--- src/rtl/fp_div_scheduler.sv ---
// Round-robin scheduler sharing one combinational FP divider among requesters.
// Ports: clk/rst, req_* (valid/ready, packed operands), rsp_* (result, id, flags), div_* (shared divider), busy.
module fp_div_scheduler #(
  parameter int N_REQ  = 2,
  parameter int SETTLE = 2
) (
  input  logic                 clk,
  input  logic                 rst,
  input  logic [N_REQ-1:0]     req_valid,
  output logic [N_REQ-1:0]     req_ready,
  input  logic [32*N_REQ-1:0]  req_op_a,
  input  logic [32*N_REQ-1:0]  req_op_b,
  output logic                 rsp_valid,
  input  logic                 rsp_ready,
  output logic [1:0]           rsp_id,
  output logic [31:0]          rsp_res,
  output logic [2:0]           rsp_flags,
  output logic                 div_en,
  output logic [31:0]          div_op_a,
  output logic [31:0]          div_op_b,
  input  logic [31:0]          div_res,
  input  logic                 div_dbz,
  input  logic                 div_ovf,
  input  logic                 div_unf,
  output logic                 busy
);

  localparam int CW = $clog2(SETTLE + 1);

  typedef enum logic [1:0] {
    IDLE    = 2'd0,
    ISSUE   = 2'd1,
    RESPOND = 2'd2
  } state_t;

  state_t        state, state_d;
  logic [1:0]    ptr;
  logic [1:0]    id_q;
  logic [CW-1:0] cnt;
  logic [31:0]   op_a_q, op_b_q;

  logic          found;
  logic          accept;
  logic [1:0]    gnt;
  logic [1:0]    nxt_ptr;
  logic [31:0]   sel_a, sel_b;
  logic [31:0]   cap_res;
  logic [2:0]    cap_flags;
  logic          za, zb, sgn;

  // The divider's own div-by-zero flag is superseded by the zero checks below.
  logic          unused_dbz;
  assign unused_dbz = div_dbz;

  assign div_op_a = op_a_q;
  assign div_op_b = op_b_q;

  // Rotating priority search starting at ptr; loops unroll to constant indices.
  always_comb begin
    found = 1'b0;
    gnt   = ptr;
    sel_a = '0;
    sel_b = '0;
    for (int k = 0; k < N_REQ; k++) begin
      for (int i = 0; i < N_REQ; i++) begin
        if (!found && req_valid[i] &&
            (i == (int'(ptr) + k) % N_REQ)) begin
          found = 1'b1;
          gnt   = 2'(i);
          sel_a = req_op_a[32*i +: 32];
          sel_b = req_op_b[32*i +: 32];
        end
      end
    end
  end

  assign nxt_ptr = (gnt == 2'(N_REQ - 1)) ? 2'd0 : gnt + 2'd1;

  always_comb begin
    state_d   = state;
    accept    = 1'b0;
    req_ready = '0;
    unique case (state)
      IDLE: begin
        accept = found && !rst;
        if (accept) state_d = ISSUE;
      end
      ISSUE: begin
        if (cnt == '0) state_d = RESPOND;
      end
      RESPOND: begin
        if (rsp_ready) state_d = IDLE;
      end
      default: state_d = IDLE;
    endcase
    for (int i = 0; i < N_REQ; i++) begin
      req_ready[i] = accept && (gnt == 2'(i));
    end
  end

  // All-32-bit zero tests: -0.0 is not treated as zero.
  always_comb begin
    za  = (op_a_q == 32'h0);
    zb  = (op_b_q == 32'h0);
    sgn = op_a_q[31] ^ op_b_q[31];
    cap_res   = div_res;
    cap_flags = {1'b0, div_ovf, div_unf};
    if (za) begin
      cap_res   = 32'h0;
      cap_flags = 3'b000;
    end else if (zb) begin
      cap_res   = {sgn, 8'hFF, 23'h0};
      cap_flags = 3'b100;
    end
  end

  always_ff @(posedge clk) begin
    if (rst) begin
      state     <= IDLE;
      ptr       <= '0;
      id_q      <= '0;
      cnt       <= '0;
      op_a_q    <= '0;
      op_b_q    <= '0;
      div_en    <= 1'b0;
      rsp_valid <= 1'b0;
      rsp_id    <= '0;
      rsp_res   <= '0;
      rsp_flags <= '0;
      busy      <= 1'b0;
    end else begin
      state <= state_d;
      busy  <= (state_d != IDLE);
      unique case (state)
        IDLE: begin
          if (accept) begin
            op_a_q <= sel_a;
            op_b_q <= sel_b;
            id_q   <= gnt;
            ptr    <= nxt_ptr;
            cnt    <= CW'(SETTLE - 1);
            div_en <= 1'b1;
          end
        end
        ISSUE: begin
          cnt <= cnt - 1'b1;
          if (cnt == '0) begin
            div_en    <= 1'b0;
            rsp_valid <= 1'b1;
            rsp_id    <= id_q;
            rsp_res   <= cap_res;
            rsp_flags <= cap_flags;
          end
        end
        RESPOND: begin
          if (rsp_ready) rsp_valid <= 1'b0;
        end
        default: ;
      endcase
    end
  end

endmodule

--- config.mk ---
export PLATFORM = sky130hd
export DESIGN_NAME = fp_div_scheduler
export DESIGN_NICKNAME = d
export VERILOG_FILES = /design/src/rtl/fp_div_scheduler.sv
export SDC_FILE = /design/constraint.sdc
export NUM_CORES = 1
export LEC_CHECK = 0
export CAP_MARGIN = 20
export CORE_ASPECT_RATIO = 1.2
export CORE_UTILIZATION = 35
export CTS_CLUSTER_SIZE = 20
export DETAILED_ROUTE_END_ITERATION = 8
export GPL_ROUTABILITY_DRIVEN = 0
export GPL_TIMING_DRIVEN = 0
export PLACE_DENSITY = 0.75
export SLEW_MARGIN = 20
export SYNTH_ARGS = -nofsm -noshare
export SYNTH_HDL_FRONTEND = slang
export SYNTH_SLANG_ARGS = --single-unit
--- constraint.sdc ---
create_clock -name clk -period 1.75 [get_ports clk]
set_clock_uncertainty 0.15 [all_clocks]
set_input_delay 0.2625 -clock clk [delete_from_list [all_inputs] [get_ports clk]]
set_output_delay 0.2625 -clock clk [all_outputs]
set_load 0.01 [all_outputs]
==> impl_results.md <==
- Min-delay src: rsp_res[1]$_SDFFE_PP0P_
- Hold Fails Final Rpt: 0
- Top post-synthesis cells by area: dfxtp_1 (46%), a221oi_1 (12%), o41ai_2 (7.1%)
- Worst Hold Slack: 0.3141 ns
- Grt total ovfl: 0
- Starting Density: 36.17%
- Cell with the largest stage delay on the worst path: dfxtp_2
- Die Ht: 130.4 um
- Relative slew slack: 41.92%
- Final Max Tran Viols: 0
- Setup repair after global routing missed its margin: true
- Total number of vias: 5435
- Yosys top cell area share: 46.21%
- Post-DP HPWL: 13760 um
- Vias/cell: 5.430
- Syn nets: 697
- Setup crit end kind: flop
- Max clock buf depth: 2
- Hold Path Class: flop to flop
- Commonest non-fill, non-tap cells in the layout: clkdlybuf4s50_1 (248), dfxtp_1 (94), nor2_1 (70)
- Sink Count: 111
- Worst-skew pair later-pin latency: 0.35 ns
- Port Buffer Count: 271
- Placed Instance Area: 0.007731 mm2
- Post-synth top area cell: dfxtp_1
- CP required: 1.86 ns
- WS Path Type: flop to flop
- Mapped cell area: 0.004808 mm2
- Core Area: 0.01330 mm2
- Most common cell after layout, fill and taps aside: clkdlybuf4s50_1
- Antenna diodes: 0
- First-pass GRT wire length: 27320 um
- CP startpoint: div_op_b[0]$_SDFFE_PP0P_
- FF-to-FF setup slack: -0.08 ns
- # hold bufs at CTS: 0
- Clock transition at path regs: 0.08 ns
- Vias in the first global route: 5334
- Final instance area: 0.009256 mm2
- Cell Chain, Critical Path: nor4_4 > nand4_1 > buf_6 > or2_4 > buf_6 > a221oi_2
- Initial DRC Count: 227
- # rows: 46
- Pre-antenna DRT Iters: 4
- Startpoint type of the worst setup path: flop
- Sequential area share after synthesis: 46.21%
- GRT Util Overall: 24.94%
- Total CTS buffers: 9
- Layout area overhead: 92.51%
- Fmax: 546.5 MHz
- H-tree levels: 3
- Worst Path Arrival: 1.94 ns
- Maximum number of pins on one net before global-route repair: 20
- Maximum fanout along the worst path: 5
- Yosys warnings: 0
- Die ar.: 0.01421 mm2
- Final WL: 19190 um
- Status: finished, violations left
- Avg WL per Cell: 19.17 um
- Nets: 997
- Cell count after synthesis: 528
- Die Width: 109.0 um
- Period minus WS final: 1.830 ns
- Crit Reg-Reg Startpoint: div_op_b[0]$_SDFFE_PP0P_
- DRC errors left: 0
- #FFs+latches synth: 111
- Netlist cell types: 38
- Crit path largest cell delay: 0.35 ns
- VDD IR max: 0.0005559 V
- CTS tree: done
- Syn Area/Cell: 9.107 um2
- Violated checks: setup timing
- PD cells: 802.4 mW/mm2
- Ports: 274
- Antenna violations before repair: 1
- Clock Root Buffer: clkbuf_16
- Static leakage: 3.768 nW
- Share of cells above drive strength 1: 24.85%
- Final setup violation count: 35
- Most used cell along the critical path: buf_6
- Least-Margin Pin Slew: 0.8712 ns
- Setup ws final: -0.07996 ns
- Final period util: 104.6%
- Maxcap violations: 0
- Post-DRT Antenna Nets: 0
## final timing paths
check                             end  cells after the start
max          rsp_res[27]$_SDFFE_PP0P_                      6
min           rsp_res[1]$_SDFFE_PP0P_                      2
max reg2reg  rsp_res[27]$_SDFFE_PP0P_                      6
min reg2reg   rsp_res[1]$_SDFFE_PP0P_                      2
## flip-flops by register name, summed over array words and instances (netlist names)
register / flops
rsp_flags: 3
ptr: 1
id_q: 2
div_en: 1
state: 2
rsp_valid: 1
div_op_a: 32
busy: 1
rsp_id: 2
rsp_res: 32
div_op_b: 32
cnt: 2
## cell families (layout without fill, tap and decap cells)
family | Yosys count | after routing | share of synthesized area, %
XOR/XNOR | 1 | 1 | 0.1822
flip-flops | 111 | 111 | 46.21
AND/OR/NAND/NOR | 211 | 211 | 19.98
AO/OA/AOI/OAI | 123 | 123 | 25.71
buffers and inverters | 81 | 386 | 7.650
adder cells (fa/ha/maj) | 1 | 1 | 0.2602
## report_power, final
| part | switching (W) | internal (W) |
|---|---|---|
| sequential | 0.000201 | 0.00274 |
| combinational | 0.000995 | 0.00122 |
| clock | 0.000993 | 0.00127 |
## final cells by class
type                            count  area, um2
Clock buffer                        9      225.2
Clock inverter                      7      102.6
Sequential cell                   111       2251
Multi-Input combinational cell    336       2913
Buffer                             51      417.9
Tap cell                          168      210.2
Timing Repair Buffer              291       3032
Inverter                           28      105.1
Fill cell                        1002       4039
## synthesized netlist by cell type (all sizes together)
library cell  number
or2                1
o21ba              1
inv               28
a21oi             13
a31oi              2
nor2b              2
a221oi            72
or3b               1
nand3              2
o21a               1
nand4              4
nand2             42
clkbuf            25
a211oi             2
dfxtp            111
o21ai              2
o21bai             1
a21boi             2
and2               2
buf               28
nor3b              1
nor2              71
o41ai             26
o31ai              1
xor2               1
ha                 1
nand2b             1
nor3              68
nor4              16
## metal layers
layer / up-vias / share of wire (%) / global-route usage [%]
met2: 226 / 53 / 46.36
met3: 38 / 6.4 / 5.109
li1: 2581 / - / -
met4: 2 / 2.8 / 10.49
met1: 2588 / 38 / 27.16
met5: - / 0.052 / 0
## metrics by stage
| stage | worst slack [ns] | setup TNS (ns) | total power (W) | util, % | cells |
|---|---|---|---|---|---|
| 6_report | -0.07996 | -1.662 | 0.007427 | 69.62 | 1001 |
| 5_1_grt | -0.1861 | -6.554 | 0.007735 | 69.62 | 1001 |
| 4_1_cts | -0.08582 | -2.486 | 0.007157 | 64.52 | 994 |
| 3_5_place_dp | -0.8412 | -46.85 | 0.004726 | 58.15 | 967 |
| 3_3_place_gp | -0.8284 | -41.73 | 0.004677 | 58.15 | 967 |
| 2_1_floorplan | 0.1037 | 0 | 0.003704 | - | 528 |
## timing repair
| action | CTS | global route |
|---|---|---|
| setup buffers | 10 | 3 |
| pin swaps | 14 | 26 |
| setup endpoints to repair | 105 | 114 |
| gates resized for setup | 111 | 130 |
| gates cloned | 3 | 5 |
## worst max-delay path, delay by kind of cell (launching register included)
kind | cells | cell delay [ns]
flops | 1 | 0.35
compound gates | 1 | 0.22
simple gates | 3 | 0.72
buf+inv | 2 | 0.30
Power figures use the tool's default switching activity.
